[config.mk]
export PLATFORM = sky130hd
export DESIGN_NAME = scsi_io_arbiter_flat
export DESIGN_NICKNAME = d
export VERILOG_FILES = /design/src/rtl/scsi_io_arbiter_pkg.sv /design/src/rtl/scsi_io_arbiter_if.sv /design/src/rtl/scsi_io_arbiter_rr_arb2.sv /design/src/rtl/scsi_io_arbiter.sv /design/src/flat_wrapper.sv
export SDC_FILE = /design/constraint.sdc
export NUM_CORES = 1
export LEC_CHECK = 0
export ABC_AREA = 1
export BUFFER_PORTS_ARGS = -buffer_cell sky130_fd_sc_hd__buf_4
export CAP_MARGIN = 40
export CELL_PAD_IN_SITES_DETAIL_PLACEMENT = 0
export CELL_PAD_IN_SITES_GLOBAL_PLACEMENT = 1
export CORE_ASPECT_RATIO = 1.5
export CORE_MARGIN = 8
export CORE_UTILIZATION = 36
export DETAILED_ROUTE_END_ITERATION = 10
export PLACE_DENSITY_LB_ADDON = 0.2
export REMOVE_ABC_BUFFERS = 1
export SLEW_MARGIN = 20
export SYNTH_ARGS = -nofsm -noshare
export SYNTH_HDL_FRONTEND = slang
export SYNTH_SLANG_ARGS = --single-unit
[constraint.sdc]
create_clock -name clk -period 2.3 [get_ports clk]
set_input_delay 0.23 -clock clk [delete_from_list [all_inputs] [get_ports clk]]
set_output_delay 0.23 -clock clk [all_outputs]
set_load 0.02 [all_outputs]
[src/rtl/scsi_io_arbiter_pkg.sv]
// Shared types and sizes for the SCSI target / host block-channel arbiter.
package scsi_pkg;

  localparam int SCSI_LBA_W = 32;
  localparam int SCSI_NTGT  = 2;

  typedef enum logic [1:0] {
    ARB_IDLE,
    ARB_REQ,
    ARB_XFER,
    ARB_DONE
  } arb_state_t;

endpackage

[src/rtl/scsi_io_arbiter_if.sv]
// Host SD/io-controller block channel as seen by the arbiter.
// The master side is the arbiter and the slave side is the host controller.
interface scsi_io_arbiter_if;
  import scsi_pkg::*;

  logic [SCSI_LBA_W-1:0] sd_lba;
  logic                  sd_rd;
  logic                  sd_wr;
  logic                  sd_dev;
  logic                  sd_ack;
  logic                  sd_buff_wr;
  logic [7:0]            sd_buff_din;

  modport master (
    output sd_lba, sd_rd, sd_wr, sd_dev, sd_buff_din,
    input  sd_ack, sd_buff_wr
  );

  modport slave (
    input  sd_lba, sd_rd, sd_wr, sd_dev, sd_buff_din,
    output sd_ack, sd_buff_wr
  );

endinterface

[src/rtl/scsi_io_arbiter_rr_arb2.sv]
// Combinational two-way round-robin picker.
// When both inputs are pending, the one that was not served last wins.
module rr_arb2 (
  input  logic [1:0] i_pending,
  input  logic       i_last,
  output logic       o_valid,
  output logic       o_idx
);

  assign o_valid = |i_pending;
  assign o_idx   = (&i_pending) ? ~i_last : i_pending[1];

endmodule

[src/rtl/scsi_io_arbiter.sv]
// Shares one host block channel between two SCSI targets.
// A request is granted round-robin and held until the host drops sd_ack.
// A watchdog aborts a request that the host never acknowledges.
module scsi_io_arbiter
  import scsi_pkg::*;
#(
  parameter logic [31:0] TIMEOUT = 32'd50_000_000
) (
  input  logic                  clk,
  input  logic                  rst_n,
  input  logic [SCSI_LBA_W-1:0] t_lba0,
  input  logic [SCSI_LBA_W-1:0] t_lba1,
  input  logic [SCSI_NTGT-1:0]  t_rd,
  input  logic [SCSI_NTGT-1:0]  t_wr,
  output logic [SCSI_NTGT-1:0]  t_ack,
  input  logic [7:0]            t_buff_din0,
  input  logic [7:0]            t_buff_din1,
  output logic [SCSI_NTGT-1:0]  t_buff_wr,
  scsi_io_arbiter_if.master     host,
  output logic                  err
);

  localparam logic [31:0] TO_LAST = TIMEOUT - 32'd1;

  arb_state_t            r_state;
  arb_state_t            w_state_nxt;
  logic                  r_gnt;
  logic                  r_last;
  logic                  r_sd_rd;
  logic                  r_sd_wr;
  logic                  r_to_pulse;
  logic                  r_err;
  logic [SCSI_LBA_W-1:0] r_lba;
  logic [31:0]           r_wdog;

  logic [SCSI_NTGT-1:0]  w_pending;
  logic                  w_arb_vld;
  logic                  w_arb_idx;
  logic                  w_load;
  logic                  w_timeout;
  logic                  w_wd_hit;
  logic                  w_busy;
  logic [SCSI_NTGT-1:0]  w_sel;

  assign w_pending = t_rd | t_wr;

  rr_arb2 u_rr_arb2 (
    .i_pending (w_pending),
    .i_last    (r_last),
    .o_valid   (w_arb_vld),
    .o_idx     (w_arb_idx)
  );

  // A zero TIMEOUT disables the watchdog entirely.
  assign w_wd_hit = (TIMEOUT != 32'd0) && (r_wdog >= TO_LAST);

  // State register.
  always_ff @(posedge clk or negedge rst_n) begin
    if (!rst_n) r_state <= ARB_IDLE;
    else        r_state <= w_state_nxt;
  end

  // Next-state logic plus grant-load and abort strobes.
  always_comb begin
    w_state_nxt = r_state;
    w_load      = 1'b0;
    w_timeout   = 1'b0;
    case (r_state)
      ARB_IDLE: begin
        if (w_arb_vld) begin
          w_state_nxt = ARB_REQ;
          w_load      = 1'b1;
        end
      end
      ARB_REQ: begin
        if (host.sd_ack) begin
          w_state_nxt = ARB_XFER;
        end else if (w_wd_hit) begin
          w_state_nxt = ARB_DONE;
          w_timeout   = 1'b1;
        end
      end
      ARB_XFER: begin
        if (!host.sd_ack) w_state_nxt = ARB_DONE;
      end
      ARB_DONE: w_state_nxt = ARB_IDLE;
      default:  w_state_nxt = ARB_IDLE;
    endcase
  end

  // Grant, LBA and host request lines; write wins when a target shows both.
  always_ff @(posedge clk or negedge rst_n) begin
    if (!rst_n) begin
      r_gnt   <= 1'b0;
      r_lba   <= '0;
      r_sd_rd <= 1'b0;
      r_sd_wr <= 1'b0;
    end else if (w_load) begin
      r_gnt   <= w_arb_idx;
      r_lba   <= w_arb_idx ? t_lba1 : t_lba0;
      r_sd_wr <= t_wr[w_arb_idx];
      r_sd_rd <= ~t_wr[w_arb_idx];
    end else if ((r_state == ARB_REQ) && (w_state_nxt != ARB_REQ)) begin
      r_sd_rd <= 1'b0;
      r_sd_wr <= 1'b0;
    end
  end

  // Watchdog: cleared on entry to REQ, counts while waiting, saturates.
  always_ff @(posedge clk or negedge rst_n) begin
    if (!rst_n) begin
      r_wdog <= '0;
    end else if (w_load) begin
      r_wdog <= '0;
    end else if ((r_state == ARB_REQ) && (r_wdog != 32'hFFFF_FFFF)) begin
      r_wdog <= r_wdog + 32'd1;
    end
  end

  // Abort pulse, sticky error flag and last-served pointer.
  always_ff @(posedge clk or negedge rst_n) begin
    if (!rst_n) begin
      r_to_pulse <= 1'b0;
      r_err      <= 1'b0;
      r_last     <= 1'b1;
    end else begin
      r_to_pulse <= w_timeout;
      if (w_timeout)            r_err  <= 1'b1;
      if (r_state == ARB_DONE)  r_last <= r_gnt;
    end
  end

  // Ack and buffer strobes reach only the granted target; gnt is stable
  // from REQ through DONE so these and the read mux never glitch mid-sector.
  assign w_busy    = (r_state == ARB_REQ) || (r_state == ARB_XFER);
  assign w_sel     = {r_gnt, ~r_gnt};
  assign t_ack     = w_sel & {SCSI_NTGT{(host.sd_ack & w_busy) | r_to_pulse}};
  assign t_buff_wr = w_sel & {SCSI_NTGT{host.sd_buff_wr & (r_state == ARB_XFER)}};

  assign host.sd_lba      = r_lba;
  assign host.sd_rd       = r_sd_rd;
  assign host.sd_wr       = r_sd_wr;
  assign host.sd_dev      = r_gnt;
  assign host.sd_buff_din = r_gnt ? t_buff_din1 : t_buff_din0;
  assign err              = r_err;

endmodule

[src/flat_wrapper.sv]
// flat-port wrapper written by rule: the top's interface ports become plain ports
module scsi_io_arbiter_flat import scsi_pkg::*;
#(
  parameter logic [31:0] TIMEOUT = 32'd50_000_000
)
  (clk, rst_n, t_lba0, t_lba1, t_rd, t_wr, t_ack, t_buff_din0, t_buff_din1, t_buff_wr, err, host_sd_lba, host_sd_rd, host_sd_wr, host_sd_dev, host_sd_buff_din, host_sd_ack, host_sd_buff_wr);
  scsi_io_arbiter_if host_i ();
  input  logic clk;
  input  logic rst_n;
  input  logic [SCSI_LBA_W-1:0] t_lba0;
  input  logic [SCSI_LBA_W-1:0] t_lba1;
  input  logic [SCSI_NTGT-1:0] t_rd;
  input  logic [SCSI_NTGT-1:0] t_wr;
  output logic [SCSI_NTGT-1:0] t_ack;
  input  logic [7:0] t_buff_din0;
  input  logic [7:0] t_buff_din1;
  output logic [SCSI_NTGT-1:0] t_buff_wr;
  output logic err;
  output wire logic [$bits(host_i.sd_lba)-1:0] host_sd_lba;
  output wire logic [$bits(host_i.sd_rd)-1:0] host_sd_rd;
  output wire logic [$bits(host_i.sd_wr)-1:0] host_sd_wr;
  output wire logic [$bits(host_i.sd_dev)-1:0] host_sd_dev;
  output wire logic [$bits(host_i.sd_buff_din)-1:0] host_sd_buff_din;
  input wire logic [$bits(host_i.sd_ack)-1:0] host_sd_ack;
  input wire logic [$bits(host_i.sd_buff_wr)-1:0] host_sd_buff_wr;
  assign host_sd_lba = host_i.sd_lba;
  assign host_sd_rd = host_i.sd_rd;
  assign host_sd_wr = host_i.sd_wr;
  assign host_sd_dev = host_i.sd_dev;
  assign host_sd_buff_din = host_i.sd_buff_din;
  assign host_i.sd_ack = host_sd_ack;
  assign host_i.sd_buff_wr = host_sd_buff_wr;
  scsi_io_arbiter #(.TIMEOUT(TIMEOUT)) u_core (.clk(clk), .rst_n(rst_n), .t_lba0(t_lba0), .t_lba1(t_lba1), .t_rd(t_rd), .t_wr(t_wr), .t_ack(t_ack), .t_buff_din0(t_buff_din0), .t_buff_din1(t_buff_din1), .t_buff_wr(t_buff_wr), .host(host_i), .err(err));
endmodule
## Yosys cells after proc, flatten, opt, wreduce, memory -nomap -nowiden

Cells that the tools add are included.

- $add $sub $neg: 1
- Multiply operators: 0
- Div/mod/pow operators: 0
- $lt $le $gt $ge: 2
- Eq/ne operators: 5
- Shifts and indexed selects: 0
- Muxes and demuxes: 20
- Bitwise operators: 9
- Reduce and logical (&&, ||, !) cells: 8

Operator list:

| kind | number |
|---|---|
| two-way mux 32 bit | 3 |
| adder 32 x 1 -> 32 bit (second input constant) | 1 |
| greater-or-equal comparator 32 x 26 -> 1 bit (second input constant) | 1 |
| inequality test 32 bit (second input constant) | 1 |
| two-way mux 1 bit | 11 |
| two-way mux 2 bit | 4 |
| two-way mux 8 bit | 1 |
| case mux 2 bit (4 select lines) | 1 |
| AND 2 bit | 2 |
| == test 2 bit (second input constant) | 2 |
| nonzero test 2 bit | 2 |
| inverter 1 bit | 3 |
| AND 1 bit | 2 |
| == test 2 x 1 -> 1 bit (second input constant) | 1 |
| logical AND 1 bit | 2 |
| zero test 2 bit | 1 |
| < comparator 1 x 2 -> 1 bit (second input constant) | 1 |
| inequality test 2 x 1 -> 1 bit (second input constant) | 1 |
| bitwise OR 2 bit | 1 |
| AND reduction 2 bit | 1 |
| OR reduction 2 bit | 1 |
| logical OR 1 bit | 1 |
| bitwise OR 1 bit | 1 |

- Register bits after elaboration: 72
- Bits in latches: 0
- Bits in writable memories: 0
- Memory bits (read-only): 0
- Input bits: 88
- Output and inout port bits: 48
- Word-level logic and storage cells: 54
- Memories: 0

## Logic depth before layout (Yosys ltp)

- Depth in word-level cells: 8
- Gate-level depth with buffers: 15
- Depth with buffers taken out: 15

## Cells and area by module

From an unflattened synthesis, not the netlist that was laid out.

- Cell total of the unflattened synthesis: 538
- Area total of the unflattened synthesis: 3987.6 um^2

Modules (own cells, without submodules):

| module | instances | cells each | area each (um^2) | seq. area each (um^2) |
|---|---|---|---|---|
| scsi_io_arbiter | 1 | 535 | 3972.6 | 1803.0 |
| rr_arb2 | 1 | 3 | 15.0 | 0.0 |

## Worst setup path before layout

Ideal clock, no wire load.

- Path type: reg-to-reg
- Start: register u_core.r_wdog[0]
- End: register u_core.r_wdog[14]
- Setup time: 0.119 ns
- Data arrival time: 1.615 ns
- Required time: 2.181 ns
- Setup slack: 0.566 ns
- Cell stages (with the launch flop): 16
- Path buffers: 0
- Clock period less this slack: 1.734 ns
- Path through: dfrtp_1 -> ha_1 -> nand2_1 -> inv_2 -> nand2_1 -> inv_1 -> nand2_1 -> nor2_1 -> nand2_1 -> nand2_2 -> inv_2 -> nand2_1 -> nor3_1 -> nand3_1 -> nand2_1 -> nor2_1

- Longest elaborated chain between the ends: 3
- Elaborated cells between the ends (all ways): 6
- Those cells by class: add/sub (1); eq/ne (1); mux (2); reduce/logical (2)

Ends and longest elaborated chain:

| what | line | source |
|---|---|---|
| start, declared | scsi_io_arbiter.sv:34 | `logic [31:0] r_wdog;` |
| start signal, assigned | scsi_io_arbiter.sv:116 | `r_wdog <= r_wdog + 32'd1;` |
| adder 32 x 1 -> 32 bit / inequality test 32 bit (equally long branches) | scsi_io_arbiter.sv:116, scsi_io_arbiter.sv:115 |  |
| two-way mux 32 bit / logical AND 1 bit (equally long branches) | scsi_io_arbiter.sv:115 | `end else if ((r_state == ARB_REQ) && (r_wdog != 32'hFFFF_FFFF)) begin` |
| two-way mux 32 bit / nonzero test 2 bit (equally long branches) | -- |  |

Parallel ways exist; a longest one is shown, timed or not. The select of a mux whose other input is x is not followed.
A chain may end at the register's enable or synchronous reset.

## Worst setup path in the final report

Ends and elaborated chain as after synthesis.

==> key figures <==
STA
  • Final Hold Fails: 0
  • Tmin final: 2.03 ns
  • Final period utilization: 88.3%
  • Setup violators final: 0
  • Slew @ Worst Pin: 0.462 ns
  • Post-Route Skew: 0.00579 ns
  • Final Slew Violations: 0
  • F_max: 493 MHz
  • Slew headroom: 69.2%
  • RSZ-0062 raised after global routing: false
  • TNS Setup: 0 ns
  • WHS: 0.148 ns

GRT
  • Largest net degree at the start of global routing: 49
  • GR Overflow Total: 0
  • Antenna violations before repair: 0
  • Gr usage total: 17.1%
  • First-pass GRT wire length: 20700 um
  • Vias in the first global route: 4310

Final layout
  • Final Instance Count excl. Fillers: 840
  • # fillers: 1122
  • ANT cells: 0
  • Design area: 5570 um^2
  • Ratio of cells with drive above 1 in the final layout: 27.1%
  • P&R area growth vs syn: 37.2%
  • Nets: 782

Clock tree
  • H-Tree Depth: 3
  • CTS Buf Count: 9
  • Clock buffer depth: 2
  • CTS tree: built
  • Clock Latency Late Sink: 0.33 ns
  • Cts hold-fix bufs: 1
  • Clk root buf: clkbuf_16
  • PostCTS Resize Cnt: 0
  • Setup bufs post-CTS: 0
  • Clock Sinks: 72
  • Clock-pin slew on the worst setup and hold paths: 0.06 ns

Yosys
  • Syn_area_per_cell: 7.35 um^2
  • Distinct cells, synth: 41
  • Sequential share of the synthesized area: 44.4%
  • Post-synth top flop: dfrtp_1
  • Mapped Area: 4060 um^2
  • Count leader, synth: nand2_1
  • Synth Warn #: 0
  • Yosys reg bits: 72
  • Post-synth top area share: 43.7%
  • Post-synth top cells: 141 x nand2_1, 86 x nor2_1, 83 x a21oi_1, 71 x dfrtp_1, 38 x inv_1
  • Top post-synthesis cells by area: dfrtp_1 44%, nand2_1 13%, a21oi_1 10%
  • EDFF count, synth: 0
  • Async S/R FF share, synth: 100%
  • Post-synth top area cell: dfrtp_1
  • Gate Count Post-Synth: 553

Setup path
  • CP Launch Type: register
  • CP Max Fanout: 10
  • Crit. End Element: register
  • CP Data Required Time: 2.52 ns
  • CP Class: register to register
  • Crit path DAT: 2.25 ns

Floorplan
  • Top Ports: 136
  • CORE AREA: 11000 um^2
  • Die width: 103 um
  • Die ar.: 15000 um^2
  • FP Rows: 47
  • Die height: 146 um
  • Initial core utilization: 36.9%

Detailed routing
  • Initial drt markers: 169
  • Drt via density: 4.89
  • Routed length per placed instance: 14.8 um
  • DRT antenna net count: 0
  • Remaining DRCs: 0
  • Final WL: 12400 um
  • Routed vias: 4105
  • Total iterations of the first detailed-routing run: 4

Power
  • Peak supply drop: 0.694 mV
  • Pwr dens: 1130 nW/um^2
  • Total Power: 6.32 mW
  • Leak Pwr: 2.65 nW

Status
  • Status: finished, final reports clean

Placed design
  • GPL Wtd Cong: 0.866
  • Post-DP HPWL: 9550 um
  • Cell count after placement: 823
  • Port bufs: 135
  • Area post-placement: 5290 um^2

Hold path
  • Hold crit path type: input pin to register

Job
  • Max_cap viols: 0
[metrics by stage]
stage	utilization, %	setup WS, ns
6_report	50.7	0.270
5_1_grt	50.7	0.108
4_1_cts	50.7	0.288
3_3_place_gp	47.6	0.351
3_5_place_dp	48.1	0.308
2_1_floorplan	-	-0.344
[placed cells by master (no fill, tap or decap), types with 7 or more instances in the layout]
cell type / instances
clkbuf_16: 9
inv_1: 38
buf_4: 138
nor2_1: 86
nor3_1: 15
a21oi_1: 83
o21ai_1: 7
o21ai_0: 12
nand3_1: 18
dfrtp_1: 71
nand4_1: 7
nand2_1: 140
[cell type report]
class / instances / area, um^2 / share of cell area (%)
multi-input combinational: 416 / 2000 / 35.9
sequential: 72 / 1800 / 32.4
timing repair buffer: 143 / 1140 / 20.5
clock buffer: 10 / 229 / 4.11
tap: 147 / 184 / 3.30
inverter: 46 / 173 / 3.10
clock inverter: 6 / 42.5 / 0.763
[cell families after synthesis]
kind of cell / after synthesis / share of synthesized area (%)
and+or+nand+nor: 292 / 31.4
AOI/OAI and AO/OA: 114 / 15.1
DFF: 72 / 44.4
buffers and inverters: 65 / 6.44
adders and majority gates: 6 / 1.85
xor gates and xnor gates: 3 / 0.647
muxes: 1 / 0.246
[power breakdown]
part,switching [mW],internal [mW],leakage [nW]
registers,0.250,1.66,0.902
clock network,0.557,0.734,0.129
logic,1.90,1.22,1.62
total,2.71,3.61,2.65
[worst paths after layout]
| path | startpoint | endpoint | slack [ns] | cells past startpoint |
|---|---|---|---|---|
| min in group asynchronous | rst_n | u_core.host.sd_lba[11] | 0.38 | 2 |
| setup reg to reg | u_core.r_wdog[0] | u_core.r_wdog[14] | 0.27 | 15 |
| hold / removal | t_lba1[9] | u_core.host.sd_lba[9] | 0.15 | 3 |
| max in group asynchronous | rst_n | u_core.r_last | 1.29 | 3 |
| hold reg to reg | u_core.err | u_core.err | 0.47 | 1 |
| setup / recovery | u_core.r_wdog[0] | u_core.r_wdog[14] | 0.27 | 15 |
[state kept, by name, summed over array words and instances, names as in the netlist]
signal	flops
u_core.r_wdog	32
u_core.host.sd_rd	1
u_core.r_to_pulse	1
u_core.r_last	1
u_core.host.sd_dev	1
u_core.host.sd_lba	32
u_core.err	1
u_core.r_state	2
u_core.host.sd_wr	1
[per-layer routing]
layer  routed length, um  track usage (%)
met1                5000             18.7
met2                6400             29.4
met3                 851             6.85
met4                 178             4.87
met5                   0                0
[critical path: stages (launching register included)]
cell and delay, ns:
dfrtp_1 0.41, ha_1 0.23, nand2_1 0.12, inv_2 0.05, nand2_1 0.05, inv_1 0.05
nand2_1 0.08, nor2_1 0.05, nand2_1 0.06, nand2_2 0.05, inv_2 0.16, nand2_1 0.12
nor3_1 0.28, nand3_1 0.11, nand2_1 0.07, nor2_1 0.04
Power figures use the tool's default switching activity.
